==> src/rtl/pc_unit.sv <==
// Fetch-side program counter: prioritised redirects, optional compressed stepping,
// valid/ready fetch handshake and halt/resume control.
module pc_unit #(
  parameter int                XLEN      = 32,
  parameter logic [XLEN-1:0]   RESET_VEC = 32'h0100_0000,
  parameter logic [XLEN-1:0]   TRAP_VEC  = 32'h0100_0100,
  parameter int                ALLOW_C   = 0
) (
  input  logic            clk,
  input  logic            rst,
  input  logic            fetch_ready,
  input  logic            step_c,
  input  logic            branch,
  input  logic [XLEN-1:0] imm,
  input  logic            redir_jalr,
  input  logic [XLEN-1:0] jalr_base,
  input  logic            redir_trap,
  input  logic            halt,
  input  logic            resume,
  output logic            fetch_valid,
  output logic [XLEN-1:0] instr_addr,
  output logic [XLEN-1:0] pc_plus,
  output logic            misalign,
  output logic [1:0]      state
);

  typedef enum logic [1:0] {
    BOOT  = 2'd0,
    RUN   = 2'd1,
    HALT  = 2'd2,
    SPARE = 2'd3
  } state_t;

  localparam logic [XLEN-1:0] ALIGN_MASK = (ALLOW_C != 0) ?
      ~{{(XLEN-1){1'b0}}, 1'b1} : ~{{(XLEN-2){1'b0}}, 2'b11};

  state_t          cur_state;
  state_t          nxt_state;
  logic [XLEN-1:0] addr_next;
  logic [XLEN-1:0] step;
  logic [XLEN-1:0] jalr_tgt;
  logic            jalr_bad;
  logic            mis_next;
  logic            fv_next;

  assign step     = ((ALLOW_C != 0) && step_c) ? XLEN'(3'd2) : XLEN'(3'd4);
  assign pc_plus  = instr_addr + step;
  assign jalr_tgt = (jalr_base + imm) & ~{{(XLEN-1){1'b0}}, 1'b1};
  // With bit 0 already cleared, only a set bit 1 can violate 4-byte alignment.
  assign jalr_bad = (ALLOW_C == 0) && jalr_tgt[1];
  assign state    = cur_state;

  // Next-state and next-address selection.
  always_comb begin
    nxt_state = cur_state;
    addr_next = instr_addr;
    mis_next  = 1'b0;
    case (cur_state)
      BOOT: nxt_state = RUN;
      RUN: begin
        if (redir_trap) begin
          addr_next = TRAP_VEC;
        end else if (redir_jalr) begin
          if (jalr_bad) begin
            addr_next = TRAP_VEC;
            mis_next  = 1'b1;
          end else begin
            addr_next = jalr_tgt;
          end
        end else if (branch) begin
          addr_next = instr_addr + (imm & ALIGN_MASK);
        end else if (fetch_valid && fetch_ready) begin
          addr_next = pc_plus;
        end else begin
          addr_next = instr_addr;
        end
        if (halt) begin
          nxt_state = HALT;
        end else begin
          nxt_state = RUN;
        end
      end
      HALT: begin
        if (redir_trap) begin
          addr_next = TRAP_VEC;
          nxt_state = RUN;
        end else if (resume && !halt) begin
          nxt_state = RUN;
        end else begin
          nxt_state = HALT;
        end
      end
      default: nxt_state = BOOT;
    endcase
    fv_next = (nxt_state == RUN);
  end

  // State, address and output registers.
  always_ff @(posedge clk or posedge rst) begin
    if (rst) begin
      cur_state   <= BOOT;
      instr_addr  <= RESET_VEC;
      misalign    <= 1'b0;
      fetch_valid <= 1'b0;
    end else begin
      cur_state   <= nxt_state;
      instr_addr  <= addr_next;
      misalign    <= mis_next;
      fetch_valid <= fv_next;
    end
  end

endmodule

==> config.mk <==
export PLATFORM = sky130hd
export DESIGN_NAME = pc_unit
export DESIGN_NICKNAME = d
export VERILOG_FILES = /design/src/rtl/pc_unit.sv
export SDC_FILE = /design/constraint.sdc
export NUM_CORES = 1
export LEC_CHECK = 0
export ABC_AREA = 1
export ABC_CLOCK_PERIOD_IN_PS = 2700
export CORE_ASPECT_RATIO = 0.5
export CORE_MARGIN = 4
export CORE_UTILIZATION = 45
export CTS_CLUSTER_DIAMETER = 80
export DETAILED_ROUTE_END_ITERATION = 7
export HOLD_SLACK_MARGIN = 0.12
export PLACE_DENSITY = 0.7
export SYNTH_ARGS = -nofsm -noshare
export SYNTH_HDL_FRONTEND = slang
export SYNTH_SLANG_ARGS = --single-unit
==> constraint.sdc <==
create_clock -name clk -period 2.7 [get_ports clk]
set_input_delay 0.27 -clock clk [delete_from_list [all_inputs] [get_ports clk]]
set_output_delay 0.27 -clock clk [all_outputs]
set_load 0.01 [all_outputs]
==> run_results.csv, run 1 <==
group,metric,value,unit
global_routing,antenna_found_initial,0,
route,antenna_left,0,
cells_and_area,multi_input_area,5550,sq um
route,num_vias,9767,
die,placementRows,33,
pwr,powerDensity,655,nW/um^2
cells_and_area,num_antenna_cells,0,
synthesis,yosysUniqueCellTypes,41,
sta,finalHoldViolCount,0,
die,core,16400,sq um
job,drv_cap,0,
clock_tree,cts_made_buffers,5,
worst_setup_path,worst_setup_path_end_kind,"output pin",
clock_tree,cts_sinks,34,
route,drt_iter0_drc,1179,
die,initial_core_util,0.460,
sta,setup_ws,0.0712,ns
synthesis,syn_area_per_cell,5.14,sq um
cells_and_area,final_cell_mix,"nand2_1, inv_1, nand3_1",
clock_tree,htreeDepth,2,
synthesis,synth_top_area_cell,"nand2_1",
cells_and_area,drive_above_1_share,0.0686,
cells_and_area,fin_area,9740,sq um
sta,min_period,2.63,ns
synthesis,yosys_warnings,0,
pwr,clockPowerShare,0.124,
clock_tree,cts_tree,"done",
synthesis,async_flop_share,1.00,
sta,fin_crit_sh,0.974,
pwr,switchingPower,3300,uW
sta,grt_setup_unrepaired,"true",
placed_design,gp_congestion,0.977,
placed_design,io_buffers,135,
worst_setup_path,r2r_cells,12,
die,die_area,19100,sq um
worst_setup_path,rr_startpoint,"instr_addr[11]",
die,num_io_pins,141,
placed_design,preCtsSetupSlack,0.0692,ns
worst_setup_path,critPathLaunch,"instr_addr[13]",
sta,whs,0.376,ns
pwr,p_seq_frac,0.156,
synthesis,synth_area_leaders,"nand2_1, inv_1, dfrtp_1",
sta,drv_slew,0,
cells_and_area,final_nets,1781,
die,die_w,191,um
cells_and_area,regArea,866,sq um
global_routing,grt_pass1_vias,8695,
worst_setup_path,crit_required,2.43,ns
synthesis,netlist_instances,1472,
cells_and_area,final_common_cell,"nand2_1",
synthesis,synth_edf_count,0,
hold_path,min_path_type,"primary input to async pin",
worst_setup_path,r2r-end,"instr_addr[21]",
sta,tightest_slew,0.578,ns
die,die_y,99.7,um
route,drt-pass1-iter-count,5,
route,finalWirelength,30.7,mm
global_routing,grt_overflow,0,
worst_setup_path,arrival,2.36,ns
worst_setup_path,startpoint_type,"flip-flop",
synthesis,seq_area_frac_synth,0.113,
route,drc,0,
worst_setup_path,critical_path_class,"flip-flop to output pin",
global_routing,grt_pass1_wl,46.7,mm
clock_tree,cts-root-buf,"clkbuf_16",
synthesis,netlist_area,7560,sq um
clock_tree,clock_latency,0.30,ns
worst_setup_path,reg2reg_slack,0.18,ns
synthesis,synth_top_area_share,0.300,
pwr,peakVddDrop,0.561,mV
synthesis,ys.flop_type,"dfrtp_1",
sta,fmax,0.380,GHz
pwr,intPower,3090,uW
pwr,p_sw_frac,0.517,
clock_tree,clk_path_buf_depth,2,
global_routing,grt_usage,0.316,
sta,final-setup-viol-count,0,
pwr,comb_power_share,0.720,
synthesis,ys_ff_latch,34,
cells_and_area,area_growth,28.8,%
outcome,outcome,"finished, final reports clean",
sta,fin_worst_skew,0.0112,ns
clock_tree,clkTransAtPathRegs,0.07,ns
route,avgRoutedWirePerCell,16.4,um
worst_setup_path,critPathMaxFanout,6,
placed_design,place_hpwl,25.9,mm
sta,slew_headroom,0.613,
global_routing,grt_max_degree,35,
placed_design,placed_area,9400,sq um
cells_and_area,fillCellCount,1709,
route,vias_per_cell,5.21,
pwr,p_leak,0.00566,uW
==> what timing repair did <==
item / in CTS / in global routing
buffers inserted: 0 / 11
pin swaps: 0 / 5
setup endpoints to repair: 3 / 18
gates resized for setup: 5 / 21
hold buffers: 0 / 0
==> synth_stat cells (4+ instances only) <==
cell,instances
nor3_1,5
o211ai_1,4
buf_2,7
dfrtp_1,33
nand3b_1,10
nor2_1,113
inv_1,289
and2_1,11
buf_4,4
or2_2,8
a21oi_1,56
nand4_1,9
nand3_1,143
xor2_1,17
a21o_1,4
o21ai_0,35
nand2_1,604
o21ai_1,4
nand2_2,5
o21bai_1,4
nor2_2,4
clkbuf_1,6
xnor2_1,6
ha_1,60
==> sequential cells by signal, indices dropped and copies added, names as in the netlist <==
signal and cells:
misalign 1, state 2, fetch_valid 1, instr_addr 30
==> per-layer routing <==
| metal | part of all wire | global-route usage | vias up |
|---|---|---|---|
| met4 | 0.013 | 0.0474 | 0 |
| met3 | 0.11 | 0.0726 | 36 |
| met5 | 0 | 0 | - |
| met2 | 0.39 | 0.445 | 490 |
| li1 | - | - | 4872 |
| met1 | 0.49 | 0.492 | 4369 |
==> how the worst max path moves through the flow <==
| stage | endpoint | slack, ns | depth (start not counted) |
|---|---|---|---|
| finish | pc_plus[21] | 0.07 | 7 |
| global route | pc_plus[23] | -0.05 | 8 |
| CTS | pc_plus[21] | 0.02 | 7 |
| detailed placement | instr_addr[30] | 0.07 | 16 |
| global placement | instr_addr[30] | 0.13 | 16 |
| floorplan | instr_addr[30] | 0.61 | 15 |
==> cells by family after synthesis <==
family,Yosys count,synth area share
xor gates and xnor gates,23,0.0266
AOI/OAI and AO/OA,114,0.0816
other,1,0.000496
buffers and inverters,314,0.162
DFF,34,0.113
and+or+nand+nor,924,0.512
adders and majority gates,62,0.105
==> critical path, stage by stage (launching register included) <==
cell and delay (ns):
dfrtp_2 0.44, nand2_1 0.13, nor3_4 0.26, nand2_2 0.14, nor2_1 0.12, nand2_1 0.14
xor2_2 0.23, clkdlybuf4s50_1 0.59
==> layout make-up <==
cell class / instances / area share
Inverter: 292 / 0.113
Clock inverter: 3 / 0.00706
Timing Repair Buffer: 186 / 0.180
Multi-Input combinational cell: 1127 / 0.570
Tap cell: 227 / 0.0292
Sequential cell: 34 / 0.0889
Clock buffer: 5 / 0.0128
==> stage by stage <==
step / TNS (ns) / power (uW) / instances / utilization
after floorplan: 0 / 3510 / 1475 / -
after global routing: -0.101 / 6910 / 1874 / 0.593
after detailed placement: 0 / 5390 / 1855 / 0.572
final: 0 / 6380 / 1874 / 0.593
after global placement: 0 / 5330 / 1855 / 0.572
after CTS: 0 / 6210 / 1863 / 0.585
==> power groups by stage <==
stage	clock (uW)	sequential, uW	combinational [uW]
6_report	793	996	4600
5_1_grt	812	1010	5090
4_1_cts	781	983	4440
3_5_place_dp	0	984	4400
3_3_place_gp	0	981	4350
2_1_floorplan	0	988	2520
Power figures use the tool's default switching activity.
==> run 2: changes to the inputs <==
Settings changed: CORE_MARGIN 4 to not set.
==> run 2 against run 1 <==
Effect of this change:
- cell area decreased by 1.8%
- total power decreased by 3.2%
- largest power group unchanged
- largest cell class unchanged
- sequential share of layout area increased by 0.17 points
==> run_results.csv, run 2 (synthesis results as in run 1) <==
group,metric,value,unit
outcome,outcome,"finished, final reports clean",
clock_tree,htreeDepth,2,
worst_setup_path,startpoint_type,"flip-flop",
worst_setup_path,crit_cells,8,
clock_tree,clk_path_buf_depth,2,
hold_path,min_path_type,"primary input to async pin",
sta,finalHoldViolCount,0,
clock_tree,clock_latency,0.29,ns
cells_and_area,final_common_cell,"nand2_1",
cells_and_area,largest_reg_flops,30,
sta,fin_setup_tns,0,ns
die,die_area,17400,sq um
placed_design,gp_congestion,0.975,
pwr,p_leak,0.00554,uW
sta,fmax,0.376,GHz
worst_setup_path,crit_required,2.43,ns
worst_setup_path,critical_path_class,"flip-flop to output pin",
placed_design,placed_area,9340,sq um
global_routing,grt_overflow,0,
route,num_vias,9709,
worst_setup_path,arrival,2.39,ns
route,drc,0,
die,placementRows,33,
sta,min_period,2.66,ns
worst_setup_path,cp-endpoint,"pc_plus[18]",
worst_setup_path,r2r-end,"instr_addr[25]",
die,initial_core_util,0.461,
pwr,power,6180,uW
cells_and_area,largest_register,"instr_addr",
sta,fin_crit_sh,0.985,
global_routing,grt_max_degree,35,
sta,fin_worst_skew,0.0111,ns
cells_and_area,num_antenna_cells,0,
cells_and_area,final_nets,1763,
cells_and_area,final_cell_mix,"nand2_1, inv_1, nand3_1",
sta,whs,0.402,ns
die,num_io_pins,141,
worst_setup_path,crit_slowest_cell,"clkdlybuf4s50_1",
placed_design,place_hpwl,25.2,mm
pwr,powerDensity,646,nW/um^2
sta,final-setup-viol-count,0,
die,die_y,93.7,um
route,finalWirelength,29.8,mm
global_routing,antenna_found_initial,0,
route,drt_iter0_drc,1061,
pwr,peakVddDrop,0.586,mV
clock_tree,clkTransAtPathRegs,0.06,ns
worst_setup_path,cpPeakStageDelay,0.47,ns
placed_design,io_buffers,135,
cells_and_area,area_growth,26.5,%
sta,drv_slew,0,
global_routing,grt_pass1_wl,45.6,mm
worst_setup_path,cp_top_family,"simple AND/OR/NAND/NOR gates",
clock_tree,cts_tree,"done",
worst_setup_path,crit_chain,"ha_1 -> nand3_2 -> inv_1 -> nand2_2 -> nor2_1 -> or2_2 -> and2_1 -> clkdlybuf4s50_1",
cells_and_area,drive_above_1_share,0.0552,
clock_tree,cts_made_buffers,5,
route,vias_per_cell,5.23,
worst_setup_path,r2r_cells,12,
worst_setup_path,worst_setup_path_end_kind,"output pin",
die,die_w,185,um
clock_tree,cts-root-buf,"clkbuf_16",
die,core,16400,sq um
worst_setup_path,worst-path-buf-inv,2,
sta,grt_setup_unrepaired,"false",
route,avgRoutedWirePerCell,16.1,um
global_routing,grt_pass1_vias,8410,
worst_setup_path,rr_startpoint,"instr_addr[24]",
route,drt-pass1-iter-count,5,
worst_setup_path,critPathMaxFanout,4,
route,antenna_left,0,
worst_setup_path,reg2reg_slack,0.28,ns
global_routing,grt_usage,0.348,
clock_tree,cts_sinks,34,
worst_setup_path,critPathLaunch,"instr_addr[2]",
job,drv_cap,0,
cells_and_area,fin_area,9570,sq um
==> run 2: cell count changes in the layout (fill, tap and decap cells not counted), moves of 2 or more <==
cell / previous run / this run
nor2_2: 6 / 2
buf_4: 50 / 32
nor2_1: 109 / 113
nor3_2: 2 / 4
==> run 2: what timing repair did <==
action                                  CTS  global route
pin swaps                                 0             1
endpoints found under the setup margin    1            16
resized for setup                         1            20
setup buffers                             0             1
hold buffers                              0             0
==> run 2: where the power goes <==
group | switching [uW] | leakage, uW | internal, uW
sequential | 335 | 0.000422 | 700
combinational | 2660 | 0.00504 | 1790
clock | 241 | 0.0000841 | 462
==> run 2: routing by layer <==
layer | vias to the layer above | GRT usage | share of wire
met2 | 460 | 0.497 | 0.39
met4 | 0 | 0.0544 | 0.015
met1 | 4365 | 0.542 | 0.49
li1 | 4845 | - | -
met3 | 39 | 0.0539 | 0.10
met5 | - | 0 | 0
==> run 2: cell type report <==
| type | count | area (sq um) |
|---|---|---|
| clock buffer | 7 | 143 |
| clock inverter | 1 | 30.0 |
| fill | 1712 | 6830 |
| inverter | 292 | 1100 |
| multi-input combinational | 1127 | 5530 |
| sequential | 34 | 867 |
| tap | 227 | 284 |
| timing repair buffer | 168 | 1610 |
==> run 2: per-stage QoR <==
stage | cells | util | setup slack [ns]
2_1_floorplan | 1475 | - | 0.614
3_3_place_gp | 1847 | 0.569 | 0.0948
3_5_place_dp | 1847 | 0.569 | 0.0450
4_1_cts | 1855 | 0.580 | 0.0537
5_1_grt | 1856 | 0.584 | 0.00223
6_report | 1856 | 0.584 | 0.0416
==> run 2: worst register-to-register path: stages, from the launching register on <==
cell     delay [ns]
dfstp_2        0.65
ha_1           0.36
nand2_1        0.16
nor2_1         0.36
nand2_1        0.13
nor2_1         0.11
nand2_1        0.10
nand3_1        0.10
nand2_1        0.05
nand3_1        0.06
nand2_1        0.05
nand3_1        0.09
nand2_1        0.05
==> run 2: worst min path at each step <==
stage / end / slack [ns] / depth (start not counted) / startpoint
floorplan: misalign / 0.34 / 1 / redir_trap
global placement: state[0] / 0.53 / 1 / state[0]
detailed placement: fetch_valid / 0.54 / 1 / state[0]
CTS: misalign / 0.42 / 3 / rst
global route: instr_addr[10] / 0.45 / 3 / rst
finish: instr_addr[10] / 0.40 / 3 / rst
==> run 3: changes to the inputs <==
Settings changed: CTS_CLUSTER_SIZE set to 10.
==> results of run 3 <==
Same layout as run 2: the final DEF is identical, and so are final timing and power.
